==> src/rtl/count_down.sv <==
// Programmable down-counter with one-shot / auto-reload modes, pause and stop.
module count_down #(
    parameter int unsigned WIDTH        = 7,
    parameter int unsigned DEFAULT_LOAD = 99
) (
    input  logic             clk,
    input  logic             reset_n,
    input  logic             i_load,
    input  logic [WIDTH-1:0] i_load_val,
    input  logic             i_start,
    input  logic             i_mode,
    input  logic             i_pause,
    input  logic             i_stop,
    output logic [WIDTH-1:0] o_cnt,
    output logic             o_busy,
    output logic             o_done,
    output logic [1:0]       o_state
);

    typedef enum logic [1:0] {
        IDLE  = 2'd0,
        RUN   = 2'd1,
        PAUSE = 2'd2,
        DONE  = 2'd3
    } state_t;

    state_t           state_q, state_n;
    logic [WIDTH-1:0] cnt_q, cnt_n;
    logic [WIDTH-1:0] reload_q, reload_n;
    logic             mode_q, mode_n;
    logic             done_q, done_n;
    logic             busy_q, busy_n;
    logic [WIDTH-1:0] start_val;

    // Next-state, next-count and registered-output decode.
    always_comb begin
        state_n   = state_q;
        cnt_n     = cnt_q;
        reload_n  = reload_q;
        mode_n    = mode_q;
        done_n    = 1'b0;
        // A simultaneous load feeds the start directly.
        start_val = i_load ? i_load_val : reload_q;

        case (state_q)
            IDLE, DONE: begin
                if (i_load) begin
                    reload_n = i_load_val;
                    cnt_n    = i_load_val;
                    if (state_q == DONE) begin
                        state_n = IDLE;
                    end
                end
                if (i_start) begin
                    mode_n = i_mode;
                    cnt_n  = start_val;
                    if (start_val == '0) begin
                        done_n  = 1'b1;
                        state_n = i_mode ? RUN : DONE;
                    end else begin
                        state_n = RUN;
                    end
                end
            end
            RUN, PAUSE: begin
                if (i_stop) begin
                    state_n = IDLE;
                end else if (i_pause) begin
                    state_n = PAUSE;
                end else if (cnt_q > WIDTH'(1)) begin
                    cnt_n   = cnt_q - WIDTH'(1);
                    state_n = RUN;
                end else if (cnt_q == WIDTH'(1)) begin
                    cnt_n   = '0;
                    done_n  = 1'b1;
                    state_n = RUN;
                end else if (mode_q) begin
                    // Terminal cycle of auto-reload: a zero reload pulses every cycle.
                    cnt_n   = reload_q;
                    done_n  = (reload_q == '0);
                    state_n = RUN;
                end else begin
                    state_n = DONE;
                end
            end
            default: state_n = IDLE;
        endcase

        busy_n = (state_n == RUN) || (state_n == PAUSE);
    end

    // State, counter, reload register and output registers with synchronous reset.
    always_ff @(posedge clk) begin
        if (!reset_n) begin
            state_q  <= IDLE;
            cnt_q    <= '0;
            reload_q <= WIDTH'(DEFAULT_LOAD);
            mode_q   <= 1'b0;
            done_q   <= 1'b0;
            busy_q   <= 1'b0;
        end else begin
            state_q  <= state_n;
            cnt_q    <= cnt_n;
            reload_q <= reload_n;
            mode_q   <= mode_n;
            done_q   <= done_n;
            busy_q   <= busy_n;
        end
    end

    assign o_cnt   = cnt_q;
    assign o_busy  = busy_q;
    assign o_done  = done_q;
    assign o_state = state_q;

endmodule
==> config.mk <==
export PLATFORM = sky130hd
export DESIGN_NAME = count_down
export DESIGN_NICKNAME = d
export VERILOG_FILES = /design/src/rtl/count_down.sv
export SDC_FILE = /design/constraint.sdc
export NUM_CORES = 1
export LEC_CHECK = 0
export BUFFER_PORTS_ARGS = -buffer_cell sky130_fd_sc_hd__buf_2
export CAP_MARGIN = 20
export CORE_ASPECT_RATIO = 0.8
export CORE_MARGIN = 2
export CORE_UTILIZATION = 25
export CTS_BUF_LIST = sky130_fd_sc_hd__clkbuf_16
export DETAILED_ROUTE_END_ITERATION = 6
export GPL_TIMING_DRIVEN = 0
export PLACE_DENSITY_LB_ADDON = 0.08
export RECOVER_POWER = 25
export SYNTH_ARGS = -nofsm -noshare
export SYNTH_HDL_FRONTEND = slang
export SYNTH_SLANG_ARGS = --single-unit
==> constraint.sdc <==
create_clock -name clk -period 4 [get_ports clk]
set_input_delay 0.8 -clock clk [delete_from_list [all_inputs] [get_ports clk]]
set_output_delay 0.8 -clock clk [all_outputs]
set_load 0.05 [all_outputs]
==> After elaboration in Yosys (flattened, before gate mapping) <==
Index checks and enable logic that the tools add are counted.
{ "word_totals": {"output_inout_bits": 11, "regBits": 19, "input_bits": 14} }
{ "op_classes": {"n_lt_le_gt_ge": 1, "mux": 28, "eq_ne": 10, "addsub": 1, "n_reduce_logical": 8} }
{ "op_table": {"columns": ["cell", "count"], "rows": [
  ["7-bit 2-to-1 mux", 8],
  ["2-bit 2-to-1 mux", 10],
  ["7-bit zero test", 2],
  ["7-bit one-hot mux with 2 select lines", 1],
  ["7-bit by 1-bit equality test with 1-bit output, second input constant", 1],
  ["7-bit by 1-bit > comparator with 1-bit output, second input constant", 1],
  ["1-bit 2-to-1 mux", 7],
  ["7-bit by 1-bit subtractor with 7-bit output, second input constant", 1],
  ["2-bit equality test, second input constant", 3],
  ["2-bit by 1-bit equality test with 1-bit output, second input constant", 2],
  ["2-bit inequality test, second input constant", 2],
  ["4-bit inequality test, second input constant", 1],
  ["2-bit one-hot mux with 2 select lines", 1],
  ["4-bit AND reduction", 1],
  ["2-bit OR reduction", 2],
  ["3-bit inequality test, second input constant", 1],
  ["2-bit zero test", 1],
  ["1-bit one-hot mux with 2 select lines", 1],
  ["2-bit AND reduction", 1],
  ["1-bit logical OR", 1]
]} }

==> Logic depth before layout (Yosys ltp) <==
{ "depth": {"ltp_word": 8, "depth_mapped": 8} }

==> Worst setup path after synthesis <==
No wires, ideal clock.
{ "synth_timing": {"path_type": "input to register", "from": "in i_load", "to": "reg busy_q, in the netlist o_busy", "setup_slack_ps": 1805, "cell_stages": 6, "t_arrival_ps": 2123, "n_path_buf": 1, "t_required_ps": 3928, "cell_sequence": "buf_4 > or4b_1 > o32a_1 > o311a_1 > a21oi_2 > mux2i_1"} }
{ "synth_between": {"elab_chain_len": 7, "elab_cells_between_ends": 9} }
{ "synth_lines": {"columns": ["item", "line", "text"], "rows": [
  ["start: declaration", "8", "input logic i_load,"],
  ["7-bit 2-to-1 mux", null, null],
  ["7-bit zero test", "57", "if (start_val == '0) begin"],
  ["2-bit 2-to-1 mux", "57", null],
  ["2-bit 2-to-1 mux *", "54", "if (i_start) begin"],
  ["2-bit one-hot mux with 2 select lines *", "45", "case (state_q)"],
  ["2-bit by 1-bit equality test with 1-bit output / 2-bit equality test (equally long branches)", "89", "busy_n = (state_n == RUN) || (state_n == PAUSE);"],
  ["1-bit logical OR *", "89", null],
  ["end signal: assignment", "107", "busy_q <= busy_n;"],
  ["end: declaration", "32", "logic busy_q, busy_n;"]
]} }
Every way passes the cells marked *; elsewhere a longest branch is shown, timed or not.
A chain may end at the register's enable or synchronous reset.

==> Worst setup path in the final report <==
{ "layout_timing": {"from": "in i_load_val[2]", "to": "reg busy_q, in the netlist o_busy"} }
{ "layout_between": {"elab_chain_len": 7, "elab_cells_between_ends": 8} }
{ "layout_lines": {"columns": ["item", "line", "text"], "rows": [
  ["start: declaration", "9", "input logic [WIDTH-1:0] i_load_val,"],
  ["7-bit 2-to-1 mux *", null, null],
  ["7-bit zero test *", "57", null],
  ["2-bit 2-to-1 mux *", "57", null],
  ["2-bit 2-to-1 mux *", "54", null],
  ["2-bit one-hot mux with 2 select lines *", "45", null],
  ["2-bit by 1-bit equality test with 1-bit output / 2-bit equality test (equally long branches)", "89", null],
  ["1-bit logical OR *", "89", null]
]} }
Marked as above.

==> flow_summary.ini <==
[run_status]
status = finished clean

[power_and_ir_drop]
p_per_area_nw_per_um2 = 936.4
finalPower_uw = 1422
ir_drop_mv = 0.2321
leakage_uw = 0.0006227

[cts]
clk_latency_ps = 250
cts_tree = yes
cts_setup_buffers = 0
clk_pin_slew_ps = 60
clock_path_buffers = 2
post_cts_resize_count = 0
cts_made_buffers = 3
clock-sinks = 19
ctsHoldBuffers = 0
htreeDepth = 1
root_buffer = clkbuf_16

[synth]
syn_nets = 175
ys_warn_count = 0
synth_cell_types = 47
synth_edf_count = 0
yosysSeqAreaShare_pct = 30.28
synth_ff_type = dfxtp_1
yosys.area.top_type = dfxtp_1
syn_inst = 157
async_flop_share_pct = 0
synth_common_cells = nand2_1 (23), dfxtp_1 (19), inv_1 (10)
synth_area_um2 = 1256
ys_ff_latch = 19
netlist.area_leader.share_pct = 30.28
avgSynthCellArea_um2 = 8.001
synthTopCellsByArea = dfxtp_1 (30%), nand2_1 (6.9%), mux2i_1 (4.8%), ha_1 (4.0%), nand3_1 (3.6%)
synth.most_common_cell = nand2_1

[global_route]
antenna_found_initial = 0
grt_use_total_pct = 14.72
grt_pass1_vias = 1272
grt_pass1_wl_um = 6430
grt_overflow_total = 0
grt_max_degree = 11

[placed_design]
dpl.hpwl_um = 3020
portBuffers = 23
gp_congestion = 0.8124
placed_cell_area_um2 = 1449

[floorplanning]
core_um2 = 4921
dieArea_um2 = 5611
io_pins = 25
die_h_um = 67.40
rows = 23
dieWidth_um = 83.25
start_util_pct = 25.53

[final_layout]
postLayoutCellArea_um2 = 1519
area_growth_pct = 20.92
antenna_cells = 0
drive_gt1_share_pct = 18.48
ff_latch_area_um2 = 380.4
multi_input_area_um2 = 805.8
fin_nets = 203
utilization_pct = 30.87
fillers = 543

[sta]
rsz0062_at_grt = no
drv_slew = 0
worst_pin_slew_ps = 597.1
setup_viol = 0
clock_skew_ps = 3.375
max_freq_ghz = 0.4706
period_share_pct = 53.13
hold_ws_ps = 490.4
slew_headroom_pct = 60.36
hold_viol = 0
finalCriticalPeriod_ps = 2125
tns_ps = 0

[route]
vias_per_cell = 5.159
ant_nets = 0
wl_met2_um = 1649
first_iter_violations = 65
wl_met3_um = 220
drc = 0
vias = 1269
wl_met1_um = 1923
drt_wl_total_um = 3835
first_pass_iters = 4
wl_per_cell_um = 15.59
top_layer_used = met4

[flow_run]
maxCapViolCount = 0

[critical_path]
worstSetupPathType = input port to flop
end_kind = flop
cp-start-kind = input port
critPathMaxFanout = 3
required_ps = 4180
crit_arrival_ps = 2310

[min_path]
hold_path_class = flop to flop
## flip-flops by register name (all words and copies together) (netlist names)
signal	cells
o_cnt	7
reload_q	7
o_state	2
mode_q	1
o_busy	1
o_done	1
## per-layer routing
metal,track usage [%],vias up
met1,20.10,603
met5,0,-
met4,3.689,0
li1,-,631
met2,23.49,31
met3,3.667,4
## final timing paths
kind | start | endpoint | slack, ps | depth (start not counted)
max | i_load_val[2] | o_busy | 1880 | 6
min | mode_q | mode_q | 490 | 2
max reg2reg | o_cnt[1] | o_cnt[1] | 1900 | 7
min reg2reg | mode_q | mode_q | 490 | 2
## layout by cell type (no fill, tap or decap), types with 4 or more instances in the layout
cell,count
buf_2,18
clkbuf_1,10
a21boi_0,4
nand3_1,9
nor2_1,9
dfxtp_1,19
a21oi_1,4
mux2i_1,6
inv_1,11
nand2_1,23
nor3_1,7
ha_1,4
o21ai_0,8
## report_power, final
group	total, µW	internal [µW]	switching [µW]	leakage (µW)
clock network	205	133	72.1	0.0000423
registers	333	255	77.9	0.000157
logic	885	291	594	0.000423
## final cells by class
| cell class | count | area share (%) |
|---|---|---|
| flip-flops and latches | 19 | 25.04 |
| clock inverters | 1 | 0.2471 |
| repair buffers | 23 | 7.002 |
| well taps | 62 | 5.107 |
| inverters | 10 | 2.471 |
| multi-input cells | 121 | 53.05 |
| plain buffers | 7 | 2.142 |
| clock buffers | 3 | 4.942 |
## logic make-up (layout without fill, tap and decap cells)
group                    count (synthesis)  after routing  share of synthesized area (%)
AO/OA/AOI/OAI                           42             42                          25.30
XOR/XNOR                                 2              2                          1.395
adder cells (fa/ha/maj)                  4              4                          3.984
buffers and inverters                   17             44                          5.578
flip-flops                              19             19                          30.28
multiplexers                             9              9                          7.470
AND/OR/NAND/NOR                         64             64                          26.00
## critical path, stage by stage
cell	delay, ps
buf_2	110
or4b_1	560
o32a_1	350
o311a_1	140
a21oi_2	160
mux2i_1	190
## through the flow
step	setup WS, ps	std cells
after floorplan	1805	157
after global placement	1627	242
after detailed placement	1614	242
after CTS	1867	246
after global routing	1685	246
final	1875	246
No activity file was read; power rests on OpenSTA's default activity.
